$ cat config.mk
export PLATFORM = sky130hd
export DESIGN_NAME = ma_filter_param
export DESIGN_NICKNAME = d
export VERILOG_FILES = /design/src/rtl/ma_filter_param.sv
export SDC_FILE = /design/constraint.sdc
export NUM_CORES = 1
export LEC_CHECK = 0
export ABC_AREA = 1
export ABC_CLOCK_PERIOD_IN_PS = 8600
export CAP_MARGIN = 20
export CORE_MARGIN = 4
export CORE_UTILIZATION = 60
export DETAILED_ROUTE_END_ITERATION = 12
export PLACE_DENSITY = 0.91
export SLEW_MARGIN = 20
export SYNTH_ARGS = -nofsm -noshare
export SYNTH_HDL_FRONTEND = slang
export SYNTH_SLANG_ARGS = --single-unit
$ cat constraint.sdc
create_clock -name clk -period 8.6 [get_ports clk]
set_clock_uncertainty 0.15 [all_clocks]
set_input_delay 1.72 -clock clk [delete_from_list [all_inputs] [get_ports clk]]
set_output_delay 1.72 -clock clk [all_outputs]
set_load 0.005 [all_outputs]
$ cat src/rtl/ma_filter_param.sv
// Runtime-configurable moving-average filter: running sum over a power-of-two
// window held in a circular buffer. Define MA_FILTER_ROUND_EN for round-half-up output.
module ma_filter_param #(
    parameter int DATA_W        = 16,
    parameter int LOG2_TAPS_MAX = 3,
    parameter int WSEL_W        = $clog2(LOG2_TAPS_MAX + 1)
) (
    input  logic              clk,
    input  logic              reset_n,
    input  logic              clear,
    input  logic [WSEL_W-1:0] win_sel,
    input  logic              in_valid,
    input  logic [DATA_W-1:0] d,
    output logic              out_valid,
    output logic [DATA_W-1:0] q,
    output logic              full
);

    localparam int DEPTH = 1 << LOG2_TAPS_MAX;
    localparam int SUM_W = DATA_W + LOG2_TAPS_MAX;
    localparam int CNT_W = LOG2_TAPS_MAX + 1;
    localparam int PTR_W = LOG2_TAPS_MAX;

    logic [DATA_W-1:0]       buf_q [DEPTH];
    logic [PTR_W-1:0]        wr_ptr_q, wr_ptr_d;
    logic [CNT_W-1:0]        fill_q, fill_d;
    logic signed [SUM_W-1:0] sum_q, sum_d;
    logic [DATA_W-1:0]       q_q, q_d;
    logic                    out_valid_q;
    logic                    full_q;
    logic [WSEL_W-1:0]       k_q, k_load;

    logic [CNT_W-1:0]        win_len;
    logic                    win_full;
    logic [PTR_W-1:0]        rd_idx;
    logic [DATA_W-1:0]       oldest;
    logic                    flush;

    assign flush = !reset_n || clear;

    // Window settings above the buffer depth fall back to the largest window.
    always_comb begin
        k_load = win_sel;
        if (32'(win_sel) > LOG2_TAPS_MAX)
            k_load = WSEL_W'(LOG2_TAPS_MAX);
    end

    always_comb begin
        win_len  = CNT_W'(1) << k_q;
        win_full = (fill_q == win_len);
        // Only the low bits of the window length matter for the modulo-DEPTH read.
        rd_idx   = wr_ptr_q - win_len[PTR_W-1:0];
        oldest   = win_full ? buf_q[rd_idx] : '0;
        sum_d    = sum_q
                 + {{LOG2_TAPS_MAX{d[DATA_W-1]}}, d}
                 - {{LOG2_TAPS_MAX{oldest[DATA_W-1]}}, oldest};
        wr_ptr_d = wr_ptr_q + PTR_W'(1);
        fill_d   = win_full ? fill_q : fill_q + CNT_W'(1);
    end

`ifdef MA_FILTER_ROUND_EN
    localparam logic [DATA_W-1:0] Q_MAX = {1'b0, {(DATA_W-1){1'b1}}};
    localparam logic signed [SUM_W:0] Q_MAX_W = {{(SUM_W-DATA_W+1){1'b0}}, Q_MAX};

    logic signed [SUM_W:0] half, rnd_sum, rnd_shf;

    // One extra bit of headroom so the rounding offset cannot wrap the sum.
    always_comb begin
        half    = '0;
        if (k_q != '0)
            half = (SUM_W+1)'(1) << (k_q - WSEL_W'(1));
        rnd_sum = {sum_d[SUM_W-1], sum_d} + half;
        rnd_shf = rnd_sum >>> k_q;
        q_d     = (rnd_shf > Q_MAX_W) ? Q_MAX : DATA_W'(rnd_shf);
    end
`else
    always_comb begin
        q_d = DATA_W'(sum_d >>> k_q);
    end
`endif

    always_ff @(posedge clk) begin
        if (flush) begin
            wr_ptr_q    <= '0;
            fill_q      <= '0;
            sum_q       <= '0;
            q_q         <= '0;
            out_valid_q <= 1'b0;
            full_q      <= 1'b0;
            k_q         <= k_load;
        end else begin
            out_valid_q <= in_valid;
            if (in_valid) begin
                wr_ptr_q <= wr_ptr_d;
                fill_q   <= fill_d;
                sum_q    <= sum_d;
                q_q      <= q_d;
                full_q   <= full_q || (fill_d == win_len);
            end
        end
    end

    // Sample storage is never flushed; the fill count masks stale entries.
    always_ff @(posedge clk) begin
        if (!flush && in_valid)
            buf_q[wr_ptr_q] <= d;
    end

    assign out_valid = out_valid_q;
    assign q         = q_q;
    assign full      = full_q;

endmodule

; After elaboration in Yosys (flattened, before gate mapping)
; Memories as Yosys holds them, arrays and structs flattened.
; Cells that the tools add are included.
[classes]
add_sub_neg = 5
n_reduce_logical = 5
shift = 2
n_eq_ne = 2
muxes = 4
[op_table]
columns = cell, n
row1 = 19-bit adder, 1
row2 = 19-bit by 2-bit >>> shifter with 16-bit output, 1
row3 = 19-bit subtractor, 1
row4 = 16-bit 2-to-1 mux, 1
row5 = 4-bit == test, 2
row6 = "4-bit by 1-bit adder with 4-bit output, second input constant", 1
row7 = 4-bit 2-to-1 mux, 1
row8 = "1-bit by 2-bit << shifter with 4-bit output, first input constant", 1
row9 = "3-bit by 1-bit adder with 3-bit output, second input constant", 1
row10 = 3-bit subtractor, 1
row11 = 1-bit zero test, 2
row12 = 1-bit logical OR, 2
row13 = 1-bit 2-to-1 mux, 2
row14 = 1-bit logical AND, 1
[totals]
out_inout_bits = 18
regBits = 46
elab_cells = 26
in_bits = 22
n_memories = 1
ramBits = 128
[memory_table]
columns = memory, depth, word_bits, read_ports, rd_ports_with_merged_regs, write_ports, line_no
row1 = buf_q, 8, 16, 1, 0, 1, 24  ; logic [DATA_W-1:0] buf_q [DEPTH];

; Logic depth before layout (Yosys ltp)
; Gate-level depths: netlist of the first run.
[depth]
word_depth = 6
depth_mapped = 28
ltp_nobuf = 26

; Least setup slack after synthesis of the first run
; Ideal clock, no wire load.
[synth_timing]
kind = flip-flop to flip-flop
startpoint = register k_q[0]
endpoint = register q_q[14] (netlist: q[14])
slack_ps = 4390
stages_incl_launch_ff = 27
setup_ps = 117
path_buffers = 2
arrival_time_ps = 3943
path_cell_list = edfxtp_1 buf_6 nor2_4 ha_1 inv_1 fa_1 xor2_1 or2_2 nand2_2 buf_6 o221ai_1 o311a_1 fa_1 inv_1 fa_1 nand2_1 nand2_1 nand3_1 nand2_1 nand2_1 nand3_1 nand2_1 nand2_1 o21ai_0 o21ai_1 nor2_1 nor2_1
[synth_via]
elab_chain_cells = 6
word_cells_on_any_way = 7
[synth_rtl]
columns = item, line_no
row1 = from (decl), 31  ; logic [WSEL_W-1:0] k_q, k_load;
row2 = from (signal assigned), 90  ; k_q <= k_load;
row3 = 1-bit by 2-bit << shifter with 4-bit output, 49  ; win_len = CNT_W'(1) << k_q;
row4 = 3-bit subtractor, 52  ; rd_idx = wr_ptr_q - win_len[PTR_W-1:0];
row5 = memory read 8 x 16 bit, -
row6 = 16-bit 2-to-1 mux, 53  ; oldest = win_full ? buf_q[rd_idx] : '0;
row7 = 19-bit subtractor, 56  ; - {{LOG2_TAPS_MAX{oldest[DATA_W-1]}}, oldest};
row8 = 19-bit by 2-bit >>> shifter with 16-bit output *, 78  ; q_d = DATA_W'(sum_d >>> k_q);
row9 = to (signal assigned), 97  ; q_q <= q_d;
row10 = to (decl), 28  ; logic [DATA_W-1:0] q_q, q_d;
; Every way passes the cells marked *; elsewhere a longest branch is shown, timed or not.
; A chain may end at the register's enable or synchronous reset.

; Worst setup path in the final report of the first run
[layout_timing]
startpoint = register k_q[0]
endpoint = register q_q[9] (netlist: q[9])
; Same word-level chain as after synthesis.

==> results by group, run 1 <==
Outcome
  • Status: complete, no violations

Floorplanning
  • Std-Cell Rows: 44
  • Starting Density: 61.5%
  • Die H: 131 um
  • IO Pins: 40
  • Core area: 14,600 um2
  • Full die area: 17,000 um2
  • Die width: 131 um

Logic synthesis
  • Area fraction of the dominant cell type after synthesis: 43.3%
  • Cell count after synthesis: 964
  • Ys flop type: edfxtp_1
  • Synth Net Count: 1,028
  • Yosys warnings: 0
  • Post-synth EDFFs: 130
  • Avg Cell Area, Syn: 9.34 um2
  • Synthesized area: 9010 um2
  • Yosys cell types: 43
  • Post-synthesis register bit count: 174
  • Synth top area cells: edfxtp_1 43%, dfxtp_1 9.8%, nand2_1 6.2%
  • Post-synthesis async set-or-reset flop share: 0%
  • Cell taking the most area after synthesis: edfxtp_1
  • Register area share after synthesis: 53.1%

Critical path
  • WS Path Type: register to register
  • Critical Path Source Type: register
  • Slowest cell on the critical path: fa_2
  • Worst Path Required: 8.75 ns
  • Max stage delay on crit path: 0.92 ns
  • Crit-path leading delay family: adder cells
  • Critical Path AT: 6.10 ns
  • Buf/Inv on CP: 4
  • Worst Path Max Fanout: 33
  • Critical-path cell list: nor2_4, ha_1, inv_1, fa_2, inv_1, o21ai_0, nor2_1, o311a_1, fa_1, inv_1, ha_1, nand2_1, inv_1, a21oi_1, nand2_1, nand2_1, nand3_1, nand3_1, nand3_1, nand3_1, a21oi_1
  • R2r setup slk: 2.65 ns
  • Crit. End Element: register

Placement
  • HPWL Detailed: 13,600 um
  • Placed cell count: 1,158
  • Post-Place Worst Slack: 2.33 ns
  • Placer Congestion: 0.988
  • I/O Buffers: 39

Run
  • Max-cap violations: 0

CTS
  • H-tree depth: 4
  • Clk_lat worst skew: 0.43 ns
  • Number of gates resized after CTS: 0
  • Root buffer cell: clkbuf_16
  • TritonCTS clock tree: built
  • Num CTS Buffers: 17
  • Clock buffer depth: 2
  • CTS sink cnt: 174
  • Clk slew on worst S/H paths: 0.07 ns
  • Number of setup buffers added after CTS: 0
  • CTS Hold Bufs: 0

Global routing
  • First-pass GRT wire length: 34,500 um
  • Gr ovfl total: 0
  • Vias in the first global route: 7,087
  • Tot GR Track Use: 26.4%
  • Largest net degree at the start of global routing: 65
  • Initial antenna violation count: 0

Drt
  • Vias per inst: 5.91
  • DR vias: 7,038
  • First DRT Iteration DRCs: 1,127
  • Routed WL: 21,400 um
  • Number of routed nets with antenna violations: 0
  • WL per Instance: 18.0 um
  • Residual DRC count: 0
  • First-pass DRT Iterations: 6

Timing
  • RSZ-0062 raised after global routing: false
  • Final Cycle Share: 69.2%
  • Actual slew at the worst max-slew pin: 0.979 ns
  • Final setup vio count: 0
  • Max-slew violations: 0
  • Max-slew headroom: 34.7%
  • Final Hold Fails: 0
  • Worst setup margin: 2.65 ns
  • Fin crit period: 5.95 ns
  • Setup TNS: 0 ns
  • Fmax: 168 MHz

Power and ir drop
  • Total power draw: 0.00264 W
  • PwrDens: 262 nW/um2
  • VDD IR max: 0.171 mV
  • Leak: 4.20 nW

Cells and area
  • Fin cells: 1,190
  • Commonest non-fill, non-tap cell in the layout: nand2_1
  • FILL cells: 1,030
  • N_diodes: 0
  • Most frequent cells in the layout: 148 x nand2_1, 146 x inv_1, 130 x edfxtp_1, 124 x nor2_1, 85 x o21ai_0
  • Nets: 1,057
  • Layout cells sized above 1: 6.06%
  • Area delta synth->final: 11.7%

Min path
  • Hold WC Path Type: register to register
area by class of cell:
type | instances | area (um2) | area share [%]
well taps | 184 | 230 | 2.29
flip-flops and latches | 174 | 4780 | 47.5
multi-input cells | 597 | 3450 | 34.2
repair buffers | 51 | 480 | 4.77
inverters | 152 | 577 | 5.73
clock buffers | 18 | 429 | 4.26
clock inverters | 14 | 116 | 1.16
cell families after synthesis:
kind of cell | count (synthesis) | share of synthesized area [%]
and+or+nand+nor | 358 | 16.8
buffers and inverters | 193 | 8.64
AOI/OAI and AO/OA | 178 | 11.9
DFF | 174 | 53.1
adders and majority gates | 42 | 7.42
xor gates and xnor gates | 15 | 1.71
muxes | 4 | 0.445
report_power, final:
group | internal [W] | switching [W]
Sequential | 0.000927 | 0.0000178
Combinational | 0.000322 | 0.000643
Clock | 0.000398 | 0.000329
Total | 0.00165 | 0.000990
worst paths after layout:
check / from / endpoint / cells past startpoint
min reg2reg: full / full / 2
max reg2reg: k_q[0] / q[9] / 21
min: full / full / 2
max: k_q[0] / q[9] / 21
cells in the mapped netlist (all sizes together), types with 14 or more instances:
library cell	instances
nor2	126
a21oi	41
o311a	14
ha	23
o21ai	88
nand2	152
inv	150
o221ai	17
fa	19
buf	16
dfxtp	44
edfxtp	130
clkbuf	25
nand3	68
worst min-delay path, cell delays in order (launching register included):
cell and delay [ns]:
dfxtp_1 0.31, inv_1 0.06, a21oi_2 0.05
layer usage:
layer | vias to the layer above | GRT usage, % | routed length, um
li1 | 3279 | - | -
met1 | 3279 | 32.3 | 8290
met2 | 396 | 45.5 | 10800
met3 | 84 | 5.81 | 1680
met4 | 0 | 11.2 | 688
met5 | - | 0 | 0
state kept, by name, indices dropped and copies added, names as in the netlist:
signal and flops:
buf_q 128, sum_q 19, q 16, fill_q 4, wr_ptr_q 3, k_q 2, full 1, out_valid 1
per-stage QoR:
stage                     utilization (%)  instance area (um2)  hold slack (ns)
final                                68.7                10100            0.315
after global routing                 68.7                10100            0.339
after CTS                            68.7                10100            0.320
after detailed placement             65.0                 9520            0.308
after global placement               65.0                 9520            0.307
after floorplan                         -                 9010            0.290
Power figures use the tool's default switching activity.
==> inputs of run 2 (changes only) <==
--- a/config.mk
+++ b/config.mk
@@ -6,7 +6,7 @@
 export NUM_CORES = 1
 export LEC_CHECK = 0
 export ABC_AREA = 1
-export ABC_CLOCK_PERIOD_IN_PS = 8600
+export ABC_CLOCK_PERIOD_IN_PS = 6110
 export CAP_MARGIN = 20
 export CORE_MARGIN = 4
 export CORE_UTILIZATION = 60
==> constraint.sdc (replaced) <==
create_clock -name clk -period 6.11 [get_ports clk]
set_clock_uncertainty 0.15 [all_clocks]
set_input_delay 1.222 -clock clk [delete_from_list [all_inputs] [get_ports clk]]
set_output_delay 1.222 -clock clk [all_outputs]
set_load 0.005 [all_outputs]
==> run 2 against run 1 <==
  * Sequential cell count stayed put
  * Global-route usage is 0.13 points lower
  * Power up 41%
  * Largest cell class unchanged
  * Critical endpoint is now q[11]
  * Core utilization increased by 0.33 points
  * First-iteration DRC count is 12% lower
  * Die area did not move
  * Highest routed layer unchanged
==> results by group, run 2 (same netlist as run 1, synthesis figures left out) <==
Timing
  • Final setup vio count: 0 (unchanged)
  • Final Cycle Share: 85.5% (was 69.2%)
  • Max-slew violations: 0 (unchanged)
  • Fin crit period: 5.22 ns (was 5.95 ns)
  • Max-slew headroom: 51.2% (was 34.7%)
  • Setup TNS: 0 ns (unchanged)
  • RSZ-0062 raised after global routing: false (unchanged)
  • Worst setup margin: 0.886 ns (was 2.65 ns)
  • Fmax: 191 MHz (was 168 MHz)
  • Final Hold Fails: 0 (unchanged)
  • Actual slew at the worst max-slew pin: 0.729 ns (was 0.979 ns)

Min path
  • Worst hold stages: 2 (unchanged)
  • Hold EP: q[8] (was full)
  • Hold WC Path Type: register to register (unchanged)
  • Hold Crit Start: q[8] (was full)

Floorplanning
  • Std-Cell Rows: 44 (unchanged)
  • IO Pins: 40 (unchanged)
  • Starting Density: 61.5% (unchanged)
  • Core area: 14,600 um2 (unchanged)
  • Die H: 131 um (unchanged)
  • Die width: 131 um (unchanged)
  • Full die area: 17,000 um2 (unchanged)

Cells and area
  • Area delta synth->final: 12.3% (was 11.7%)
  • Post-layout util: 69.1% (was 68.7%)
  • Finished Cell Area: 10,100 um2 (about the same)
  • Commonest non-fill, non-tap cell in the layout: nand2_1 (unchanged)
  • Nets: 1,063 (was 1,057)
  • Biggest register: buf_q (unchanged)
  • N_diodes: 0 (unchanged)
  • Max FFs per register: 128 (unchanged)
  • Layout cells sized above 1: 6.72% (was 6.06%)
  • Most frequent cells in the layout: 148 x nand2_1, 146 x inv_1, 130 x edfxtp_1, 124 x nor2_1, 85 x o21ai_0 (unchanged)

CTS
  • TritonCTS clock tree: built (unchanged)
  • CTS sink cnt: 174 (unchanged)
  • Clk slew on worst S/H paths: 0.07 ns (about the same)
  • Number of gates resized after CTS: 0 (unchanged)
  • H-tree depth: 4 (unchanged)
  • Root buffer cell: clkbuf_16 (unchanged)
  • CTS Hold Bufs: 0 (unchanged)
  • Clk_lat worst skew: 0.45 ns (was 0.43 ns)
  • Clock buffer depth: 2 (unchanged)
  • Num CTS Buffers: 17 (unchanged)
  • Number of setup buffers added after CTS: 0 (unchanged)

Critical path
  • Critical Path AT: 5.45 ns (was 6.10 ns)
  • R2r setup slk: 0.89 ns (was 2.65 ns)
  • Worst Path Required: 6.34 ns (was 8.75 ns)
  • Critical Path Source Type: register (unchanged)
  • Worst Path Max Fanout: 32 (was 33)
  • RR Startpoint: k_q[1] (was k_q[0])
  • R2R Path End: q[11] (was q[9])
  • Crit. End Element: register (unchanged)
  • R2R cell count: 23 (was 21)
  • WS Path Type: register to register (unchanged)

Global routing
  • Initial antenna violation count: 0 (unchanged)
  • Largest net degree at the start of global routing: 65 (unchanged)
  • Gr ovfl total: 0 (unchanged)
  • Tot GR Track Use: 26.3% (was 26.4%)
  • First-pass GRT wire length: 34,100 um (was 34,500 um)
  • Vias in the first global route: 6,873 (was 7,087)

Placement
  • Placer Congestion: 0.959 (was 0.988)
  • Post-Place Worst Slack: 1.03 ns (was 2.33 ns)
  • Post-Place Cell Area: 9560 um2 (was 9520 um2)
  • HPWL Detailed: 14,100 um (was 13,600 um)
  • I/O Buffers: 39 (unchanged)

Power and ir drop
  • PwrDens: 368 nW/um2 (was 262 nW/um2)
  • Total power draw: 0.00372 W (was 0.00264 W)
  • VDD IR max: 0.203 mV (was 0.171 mV)
  • Leak: 4.23 nW (was 4.20 nW)

Drt
  • Residual DRC count: 0 (unchanged)
  • First-pass DRT Iterations: 6 (unchanged)
  • Vias per inst: 5.91 (about the same)
  • Routed WL: 21,700 um (was 21,400 um)
  • Number of routed nets with antenna violations: 0 (unchanged)
  • DR vias: 7,065 (was 7,038)
  • WL per Instance: 18.1 um (was 18.0 um)
  • First DRT Iteration DRCs: 996 (was 1,127)

Run
  • Max-cap violations: 0 (unchanged)

Outcome
  • Status: complete, no violations (unchanged)
-- run 2: worst max-delay path: stages, from the launching register on --
cell      delay (ns)
edfxtp_1        0.54
nor2_4          0.20
ha_1            0.17
inv_1           0.05
fa_1            0.39
xor2_1          0.16
or2_2           0.28
nand2_2         0.54
o221ai_1        0.27
o311a_1         0.18
fa_1            0.49
inv_1           0.07
fa_1            0.46
nand2_1         0.08
nand2_1         0.10
nand3_1         0.10
nand2_1         0.14
nand2_1         0.13
nand2_1         0.08
nand2_1         0.11
nand3_1         0.11
nand3_1         0.11
nand3_1         0.08
a21oi_1         0.14
-- run 2: power by group --
group	leakage (nW)	switching, W	total, W	internal [W]
clock network	0.269	0.000503	0.00104	0.000537
registers	1.53	0.0000204	0.00132	0.00130
logic	2.43	0.000901	0.00136	0.000459
total	4.23	0.00142	0.00372	0.00230
-- run 2: area by class of cell --
type / count / area, um2
clock buffers: 18 / 429
clock inverters: 14 / 124
fillers: 1060 / 4530
inverters: 152 / 576
multi-input cells: 597 / 3440
flip-flops and latches: 174 / 4780
well taps: 184 / 230
repair buffers: 57 / 526
-- run 2: per-layer routing --
metal	vias up	track usage, %	wire [um]
met1	3357	33.9	8690
met5	-	0	0
li1	3288	-	-
met3	75	5.65	1660
met2	345	43.1	10500
met4	0	11.8	811
-- run 2: stage by stage --
step / hold slack [ns] / std cells
floorplan: 0.290 / 964
finish: 0.315 / 1196
CTS: 0.319 / 1196
global placement: 0.303 / 1164
detailed placement: 0.308 / 1164
global route: 0.346 / 1196
-- run 2: worst max-delay path by stage --
stage | cells after the start | startpoint | to | slack (ns)
detailed placement | 24 | k_q[1] | q[15] | 1.03
CTS | 24 | k_q[1] | q[14] | 0.93
global placement | 24 | k_q[1] | q[15] | 1.16
floorplan | 26 | k_q[0] | q[14] | 1.90
finish | 23 | k_q[1] | q[11] | 0.89
global route | 24 | k_q[1] | q[14] | 0.56
==> RTL edit: new RTL, config.mk and constraints of run 2 <==
`LOG2_TAPS_MAX`: 3 -> 2.
--- a/src/rtl/ma_filter_param.sv
+++ b/src/rtl/ma_filter_param.sv
@@ -3,5 +3,5 @@
 module ma_filter_param #(
     parameter int DATA_W        = 16,
-    parameter int LOG2_TAPS_MAX = 3,
+    parameter int LOG2_TAPS_MAX = 2,
     parameter int WSEL_W        = $clog2(LOG2_TAPS_MAX + 1)
 ) (
Check against the original RTL: not equivalent (Yosys sat finds a counterexample within 4 cycles, from zero or initial values).
==> RTL edit against run 2 <==
- wire length down 38%
- final area down 30%
- total power decreased by 37%
- sequential share of layout area fell by 7.5 points
- critical endpoint is now q[15]
- area after synthesis is 29% lower
- sequential cell count decreased by 67
- utilization shrank 0.95 points
- critical path type unchanged
- setup slack better by 220 ps
==> RTL edit: results (changes against run 2) <==
{| class="wikitable"
! Metric !! Value
|-
| Met1 Use GR || 26.1% (-7.8 points)
|-
| Top cells by count, synth || nand2_1 (148), inv_1 (147), nand3_1 (73)
|-
| End point of the critical path || q[15]
|-
| GR met3 Demand/Resource || 4.04% (-1.6 points)
|-
| Initial DRC Count || 282 (-72%)
|-
| Detailed-routing wirelength on met1 || 5690 um (-35%)
|-
| Placed cell area || 6850 um2 (-28%)
|-
| Top area cells in the synthesized netlist || edfxtp_1 (31%), dfxtp_1 (13%), nand2_1 (8.7%)
|-
| Post-detailed-route via-to-cell ratio || 5.42 (-8.3%)
|-
| Met3 Wirelength || 577 um (-65%)
|-
| Met2 GRT Util || 41.0% (-2.1 points)
|-
| Smallest hold slack || 315 ps (+0.103 ps)
|-
| Wire length of the first global-routing pass || 22,800 um (-33%)
|-
| Worst slew margin || 37.5% (-14 points)
|-
| Worst setup slack before clock tree synthesis || 1230 ps (+200 ps)
|-
| Start point of the worst min-delay path || full
|-
| Worst IR drop on VDD || 168 uV (-17%)
|-
| Internal power || 1370 uW (-40%)
|-
| Net count reported at finish || 871 (-18%)
|-
| Post-cts resize count || 0 (unchanged)
|-
| Number of cells traversed by the worst register-to-register path || 22 (-4.3%)
|-
| Flip-flop count of the largest register after layout || 64 (-50%)
|-
| Worst hold path endpoint || full
|-
| Launch instance of the worst register-to-register path || k_q[1]
|-
| Switching share of total power || 42.0% (+3.7 points)
|-
| Number of buffers inserted during clock tree synthesis || 9 (-8)
|-
| Number of flops mapped to enable cells by yosys || 66 (-49%)
|-
| Top fanout value on the critical path || 31 (-3.1%)
|-
| Final setup margin || 1110 ps (+223 ps)
|-
| Depth of the CTS H-tree || 3 (-1)
|-
| CP Data Arrival Time || 5160 ps (-290 ps)
|-
| Sequential element share of the synthesized area || 44.1% (-9.0 points)
|-
| Number of different library cells in the post-synthesis netlist || 39 (-9.3%)
|-
| Final routed wire length divided by cell count || 14.2 um (-21%)
|-
| Result of the run || completed
|-
| RePlAce Congestion || 0.946 (-1.4%)
|-
| Drt first pass iters || 5 (-1)
|-
| Pin count of the biggest net entering global routing || 45 (-31%)
|-
| Overall fraction of global-route tracks in use || 22.6% (-3.7 points)
|-
| Lkg Pwr || 0.00314 uW (-26%)
|-
| Clock insertion delay at the later pin of the skew report || 380 ps (-70 ps)
|-
| Highest cell delay on the worst timing path || 860 ps (+320 ps)
|-
| Clock-pin transition on the worst setup and hold timing paths || 100 ps (+30 ps)
|-
| Vias in the first global route || 5,027 (-27%)
|-
| Half-perimeter wire length of the detailed placement result || 9550 um (-32%)
|-
| Power consumed by sequential cells || 824 uW (-38%)
|-
| Slew Limit Fails || 0 (unchanged)
|}
[RTL edit: cell types whose count changed after synthesis, moves of 4 or more]
cell,change
edfxtp_1,-64
o311a_1,-14
o21a_1,+15
nor2_1,-70
clkbuf_1,-5
nand3_1,+9
o221ai_1,-17
xor2_1,-4
a21oi_1,+11
o21ai_0,-36
[RTL edit: cell families after synthesis]
group                    after synthesis  synth area share (%)
flip-flops                           107                  44.1
adder cells (fa/ha/maj)               42                  10.3
AO/OA/AOI/OAI                        135                  11.9
buffers and inverters                180                  11.0
multiplexers                           4                 0.669
XOR/XNOR                              11                  1.63
AND/OR/NAND/NOR                      299                  20.4
[RTL edit: layout make-up]
cell class                 count  area (um2)
clock inverter                 5        37.5
sequential                   107        2800
timing repair buffer          47         450
fill                         840        3290
multi-input combinational    491        2860
inverter                     151         572
tap                          136         170
clock buffer                  11         141
[RTL edit: metrics by stage]
step	std cells	utilization (%)
CTS	948	68.1
global route	948	68.1
finish	948	68.1
detailed placement	932	66.4
floorplan	778	-
global placement	932	66.4
